File: config.mk
export PLATFORM = sky130hd
export DESIGN_NAME = intersection_phase_scheduler
export DESIGN_NICKNAME = d
export VERILOG_FILES = /design/src/rtl/intersection_phase_scheduler.sv
export SDC_FILE = /design/constraint.sdc
export NUM_CORES = 1
export LEC_CHECK = 0
export ABC_AREA = 0
export ABC_CLOCK_PERIOD_IN_PS = 1600
export CORE_MARGIN = 5
export CORE_UTILIZATION = 41
export DETAILED_ROUTE_END_ITERATION = 10
export GPL_TIMING_DRIVEN = 1
export PLACE_DENSITY = 0.75
export SLEW_MARGIN = 10
export SYNTH_ARGS = -nofsm -noshare
export SYNTH_HDL_FRONTEND = slang
export SYNTH_SLANG_ARGS = --single-unit
File: constraint.sdc
create_clock -name clk -period 1.6 [get_ports clk]
set_input_delay 0.24 -clock clk [delete_from_list [all_inputs] [get_ports clk]]
set_output_delay 0.24 -clock clk [all_outputs]
set_load 0.05 [all_outputs]
File: src/rtl/intersection_phase_scheduler.sv
// intersection_phase_scheduler: four-approach green/yellow/all-red sequencer with round-robin and emergency preemption
// Ports: clk, rst_a (async, active-high); req[3:0] vehicle present (N,E,S,W);
// emg_valid/emg_dir emergency preemption; light_* one-hot {R,Y,G} per approach;
// grant one-hot served approach; phase 0 ALLRED / 1 GREEN / 2 YELLOW; pend latched requests.
module intersection_phase_scheduler #(
  parameter int GREEN_MIN = 4,
  parameter int GREEN_MAX = 8,
  parameter int YELLOW_T  = 2,
  parameter int ALLRED_T  = 2,
  parameter int CNT_W     = 4
) (
  input  logic       clk,
  input  logic       rst_a,
  input  logic [3:0] req,
  input  logic       emg_valid,
  input  logic [1:0] emg_dir,
  output logic [2:0] light_n,
  output logic [2:0] light_e,
  output logic [2:0] light_s,
  output logic [2:0] light_w,
  output logic [3:0] grant,
  output logic [1:0] phase,
  output logic [3:0] pend
);
  typedef enum logic [1:0] {ALLRED = 2'd0, GREEN = 2'd1, YELLOW = 2'd2} phase_t;
  localparam logic [CNT_W-1:0] AR_END = CNT_W'(ALLRED_T - 1);
  localparam logic [CNT_W-1:0] G_MIN  = CNT_W'(GREEN_MIN - 1);
  localparam logic [CNT_W-1:0] G_MAX  = CNT_W'(GREEN_MAX - 1);
  localparam logic [CNT_W-1:0] Y_END  = CNT_W'(YELLOW_T - 1);
  phase_t           phase_q, phase_d;
  logic [CNT_W-1:0] cnt_q, cnt_d;
  logic [1:0]       cur_q, cur_d, ptr_q, ptr_d, rr_sel;
  logic [3:0]       pend_q, pend_d, pend_eff, others;
  always_comb begin
    // same-cycle requests count as pending so an idle junction can go green on the next edge
    pend_eff = pend_q | req;
    others   = pend_eff & ~(4'b1 << cur_q);
    // descending scan so the nearest approach after ptr wins
    rr_sel   = ptr_q;
    for (int k = 4; k >= 1; k--)
      if (pend_eff[ptr_q + 2'(k)]) rr_sel = ptr_q + 2'(k);
    phase_d = phase_q;
    cnt_d   = cnt_q;
    cur_d   = cur_q;
    ptr_d   = ptr_q;
    pend_d  = pend_eff;
    case (phase_q)
      ALLRED:
        if (cnt_q == AR_END && (emg_valid || pend_eff != 4'b0)) begin
          phase_d = GREEN;
          cnt_d   = '0;
          cur_d   = emg_valid ? emg_dir : rr_sel;
          ptr_d   = cur_d;
          pend_d  = pend_eff & ~(4'b1 << cur_d);
        end else
          cnt_d = cnt_q == AR_END ? cnt_q : cnt_q + 1'b1;
      GREEN:
        if (emg_valid ? emg_dir != cur_q
                      : others != 4'b0 && ((cnt_q >= G_MIN && !req[cur_q]) || cnt_q == G_MAX)) begin
          phase_d = YELLOW;
          cnt_d   = '0;
        end else
          cnt_d = cnt_q == G_MAX ? cnt_q : cnt_q + 1'b1;
      YELLOW: begin
        phase_d = cnt_q == Y_END ? ALLRED : YELLOW;
        cnt_d   = cnt_q == Y_END ? '0 : cnt_q + 1'b1;
      end
      default: begin
        phase_d = ALLRED;
        cnt_d   = '0;
      end
    endcase
  end
  always_ff @(posedge clk or posedge rst_a)
    if (rst_a) begin
      phase_q <= ALLRED;
      cnt_q   <= '0;
      cur_q   <= 2'd0;
      ptr_q   <= 2'd3;
      pend_q  <= 4'b0;
    end else begin
      phase_q <= phase_d;
      cnt_q   <= cnt_d;
      cur_q   <= cur_d;
      ptr_q   <= ptr_d;
      pend_q  <= pend_d;
    end
  always_comb begin
    grant   = phase_q == ALLRED ? 4'b0 : 4'b1 << cur_q;
    light_n = grant[0] ? (phase_q == GREEN ? 3'b001 : 3'b010) : 3'b100;
    light_e = grant[1] ? (phase_q == GREEN ? 3'b001 : 3'b010) : 3'b100;
    light_s = grant[2] ? (phase_q == GREEN ? 3'b001 : 3'b010) : 3'b100;
    light_w = grant[3] ? (phase_q == GREEN ? 3'b001 : 3'b010) : 3'b100;
    phase   = phase_q;
    pend    = pend_q;
  end
endmodule

== Yosys cells after proc, flatten, opt, wreduce, memory -nomap -nowiden ==
Index checks and enable logic that the tools add are counted.
Storage, ports and cells
  input port bits: 9
  output and inout bits: 22
  register bits after elaboration: 14
  logic and storage cells: 73
Cells by class
  equality and inequality tests: 9
  mux-type cells: 31
  add/sub/neg operators: 4
  bitwise gates (word level): 5
  reduce and logical (&&, ||, !) cells: 12
  shift operators: 2
  order comparisons: 5
Operators with widths (number)
  4-bit 2-to-1 mux: 8
  2-bit 2-to-1 mux: 8
  2-bit by 3-bit less-than comparator with 1-bit output, second input constant: 4
  3-bit 2-to-1 mux: 4
  4-bit one-hot mux with 3 select lines: 1
  4-bit bitwise AND: 2
  1-bit binary-select mux with 2-bit select: 4
  4-bit inverter: 2
  4-bit nonzero test: 2
  1-bit by 2-bit left shift with 4-bit output, first input constant: 2
  3-bit inequality test, second input constant: 2
  2-bit one-hot mux with 3 select lines: 1
  2-bit AND reduction: 3
  1-bit 2-to-1 mux: 5
  2-bit adder, second input constant: 2
  4-bit by 1-bit adder with 4-bit output, second input constant: 1
  4-bit by 1-bit equality test with 1-bit output, second input constant: 1
  4-bit by 3-bit equality test with 1-bit output, second input constant: 1
  4-bit by 2-bit >= comparator with 1-bit output, second input constant: 1
  2-bit inequality test, second input constant: 2
  4-bit OR: 1
  1-bit logical AND: 3
  2-bit by 1-bit adder with 2-bit output, second input constant: 1
  2-bit by 1-bit equality test with 1-bit output, second input constant: 1
  other kinds (5): 6

== Depth between registers and ports, before layout ==
  depth after elaboration: 12
  mapped depth: 7
  mapped depth without buffers: 7

== Worst setup path after synthesis ==
Ideal clock, no wire load.
  path kind: register to output
  start: register phase_q[1] (netlist: phase[1])
  end: output grant[0]
  slack: -1.199 ns
  data arrival time: 2.559 ns
  path buffers: 1
  data required time: 1.360 ns
  stages on the path, launching flop included: 4
  cells stage by stage: dfrtp_1 -> clkbuf_1 -> o21ai_0 -> inv_1
On the way
  cells in the longest elaborated chain, start to end: 2
RTL lines
  start, declared: RTL line 30  | phase_t phase_q, phase_d;
  start signal, assigned: RTL line 82  | phase_q <= phase_d;
  2-bit logical NOT: RTL line 89  | grant = phase_q == ALLRED ? 4'b0 : 4'b1 << cur_q;
  4-bit 2-to-1 mux: RTL line 89
  end, declared: RTL line 21  | output logic [3:0] grant,
No other way between the ends.

== Worst setup path after layout ==
  start: input req[3]
  end: register cnt_q[1]
On the way
  cells in the longest elaborated chain, start to end: 9
  elaborated cells between the ends (all ways): 19
  classes of those cells: eq/ne: 2; mux: 6; bitwise: 2; reduce/logical: 9
RTL lines
  start, declared: RTL line 14  | input logic [3:0] req,
  1-bit binary-select mux with 2-bit select: RTL line 59  | : others != 4'b0 && ((cnt_q >= G_MIN && !req[cur_q]) || cnt_q == G_MAX)) begin
  1-bit 2-to-1 mux (not written as such): RTL line 59
  1-bit logical NOT: RTL line 59
  1-bit logical AND: RTL line 59
  1-bit logical OR: RTL line 59
  1-bit logical AND: RTL line 59
  1-bit 2-to-1 mux: RTL line 58  | if (emg_valid ? emg_dir != cur_q
  4-bit 2-to-1 mux or 3-bit inequality test (tied branches)
  4-bit one-hot mux with 3 select lines or 2-bit AND reduction (tied branches)
  end signal, assigned: RTL line 83  | cnt_q <= cnt_d;
  end, declared: RTL line 31  | logic [CNT_W-1:0] cnt_q, cnt_d;
Parallel ways exist; a longest one is shown, timed or not. The select of a mux whose other input is x is not followed.
A chain may end at the register's enable or synchronous reset.

==> impl_metrics.json <==
{
  "status": "complete, but fails checks",
  "violations": "setup timing",
  "fin_ws_ns": -0.2643,
  "cts_root_buffer": "clkbuf_4",
  "cap_violations": 0,
  "rsz0062_at_grt": "yes",
  "multi_input_area_um2": 739.5,
  "period_share_pct": 116.5,
  "synth_top_cell_area_share_pct": 30.77,
  "worstPathRequired_ns": 1.81,
  "drt_iter0_markers": 28,
  "hold_class": "primary input to async pin",
  "cts_hold_buffers": 0,
  "yosysWarnings": 0,
  "start_util_pct": 43.70,
  "synth_cell_type_count": 44,
  "post-route-min-period_ns": 1.864,
  "cts_max_level": 1,
  "finalClockSkew_ns": 0.006312,
  "routed_wl_um": 3446,
  "dr.pass1.iters": 4,
  "power.density_nw_per_um2": 2022,
  "maxSlewViolCount": 0,
  "insertedDiodeCount": 0,
  "final_cell_area_um2": 1898,
  "critPathArrivalTime_ns": 2.07,
  "synth_common_cells": "nor2_1, dfrtp_1, a21oi_1, inv_1, nand2_1",
  "yosysMostFrequentCell": "nor2_1",
  "grt_antenna_before_repair": 0,
  "finalPower_mw": 3.838,
  "critical_path_class": "primary input to flip-flop",
  "cts.path.max_buffers": 2,
  "yosys_most_used_dff": "dfrtp_1",
  "cts-buffers-inserted": 3,
  "place_area_um2": 1720,
  "fp.dieH_um": 58.79,
  "synth_cells": 114,
  "setup_viol": 28,
  "cts.sinks": 14,
  "cp_slowest_stage_delay_ns": 0.46,
  "grt_max_degree": 15,
  "yosys-top-cells-area": "dfrtp_1, nor2_1, dfstp_2",
  "cp_max_fo": 3,
  "syn_nets": 125,
  "final_util_pct": 84.99,
  "core_um2": 2233,
  "pin_count": 31,
  "grtUsageTotal_pct": 19.63,
  "dieArea_um2": 3456,
  "max_freq_ghz": 0.5364,
  "synth_enable_flop_cells": 0,
  "drive_above_1_share_pct": 60.34,
  "critPathCaptureType": "flip-flop",
  "hpwl_um": 2425,
  "grt_pass1_wl_um": 5292,
  "postRouteAntennaNets": 0,
  "num_rows": 17,
  "overflow": 0,
  "cts.clk_slew.worst_paths_ns": 0.09,
  "yosysSeqAreaShare_pct": 36.15,
  "die_w_um": 58.79,
  "synth.avg_cell_area_um2": 8.561,
  "tns_ns": -3.918,
  "vias_per_cell": 5.644,
  "relSlewSlack_pct": 64.79,
  "grt_pass1_vias": 1161,
  "portBuffers": 30,
  "path_cells": "clkdlybuf4s50_1 > buf_6 > nor3_1 > nand4_1 > or2_0 > a31oi_1 > nor2_1 > a211oi_1",
  "irDropWorstVdd_uv": 1534,
  "worst_setup_path_start_kind": "primary input",
  "fill_cells": 101,
  "nets": 186,
  "wl_per_cell_um": 17.06,
  "vias": 1140,
  "hold_viol": 0,
  "worst_path_max_delay_cell": "clkdlybuf4s50_1",
  "leakagePower_nw": 0.7921,
  "cts_tree": "yes",
  "mappedNetlistArea_um2": 975.9,
  "place_congestion": 0.9061,
  "worst_pin_slew_ns": 0.5275,
  "regArea_um2": 364.1,
  "synth.ff_latch_count": 14,
  "clk_latency_ns": 0.29,
  "synthToLayoutAreaGrowth_pct": 94.49,
  "ys_async_sr_fraction_pct": 100.0,
  "drc": 0,
  "synth_largest_area_cell": "dfrtp_1"
}
-- state kept, by name, summed over array words and instances, names as in the netlist --
name,cells
phase,2
pend,4
cur_q,2
cnt_q,4
ptr_q,2
-- kinds of logic after synthesis --
family	share of synthesized area [%]
simple gates	24.23
buf+inv	5.769
xor+xnor	3.590
mux	3.333
compound gates	24.36
fa+ha+maj	2.564
flops	36.15
-- final timing paths --
check,startpoint,endpoint,slack (ns),cells after the start
max reg2reg,cur_q[1],cnt_q[0],-0.25,6
min,rst_a,phase[0],0.27,2
min reg2reg,ptr_q[1],ptr_q[1],0.56,2
max,req[3],cnt_q[1],-0.26,8
max in group asynchronous,rst_a,phase[0],0.94,2
min in group clk,ptr_q[1],ptr_q[1],0.56,2
-- through the flow --
step | hold slack, ns | std cells | setup WS [ns]
after detailed placement | 0.5411 | 191 | -0.4741
after global placement | 0.5220 | 191 | -0.4399
after floorplan | 0.1275 | 114 | -0.06176
final | 0.2718 | 202 | -0.2643
after CTS | 0.2949 | 199 | -0.1982
after global routing | 0.3032 | 202 | -0.3476
-- worst max-delay path, delay by kind of cell --
family	cells	cell delay, ns
and+or+nand+nor	4	0.81
buffers and inverters	2	0.62
AOI/OAI and AO/OA	2	0.42
-- placed cells by master, fill, tap and decap left out, drive strengths merged, types with 2 or more instances in the layout --
master and count:
inv 9, buf 51, clkdlybuf4s50 8, a21oi 11, nand2b 3, ha 2, nor3 3, nand2 5
dfrtp 12, clkbuf 4, and2 4, nor2b 3, a211oi 2, nor2 19, nand4 3, dfstp 2
or2 2, o21ai 6, xnor2 3, a21o 2
-- per-layer routing --
metal / track usage (%) / vias up / part of all wire [%]
met1: 21.91 / 557 / 38
met4: 9.385 / 0 / 1.7
met3: 3.947 / 7 / 8.4
li1: - / 526 / -
met5: 0 / - / 0
met2: 35.17 / 50 / 52
-- report_power, final --
group          internal [mW]  switching [mW]  total, mW  leakage, nW
sequential             0.529           0.211      0.740        0.153
clock                  0.139           0.124      0.263       0.0210
combinational           1.30            1.54       2.84        0.618
total                   1.97            1.87       3.84        0.792
-- what timing repair did --
action                                  in CTS  in global routing
gates cloned                                 0                  0
endpoints found under the setup margin      30                 30
setup buffers                                5                  3
gates resized for setup                     18                  7
pin swaps                                   12                  7
-- area by class of cell --
| class | instances | area share, % |
|---|---|---|
| clock buffers | 4 | 1.912 |
| inverters | 10 | 2.175 |
| multi-input cells | 87 | 38.96 |
| flip-flops and latches | 14 | 19.18 |
| well taps | 28 | 1.846 |
| repair buffers | 59 | 35.93 |
Power figures use the tool's default switching activity.
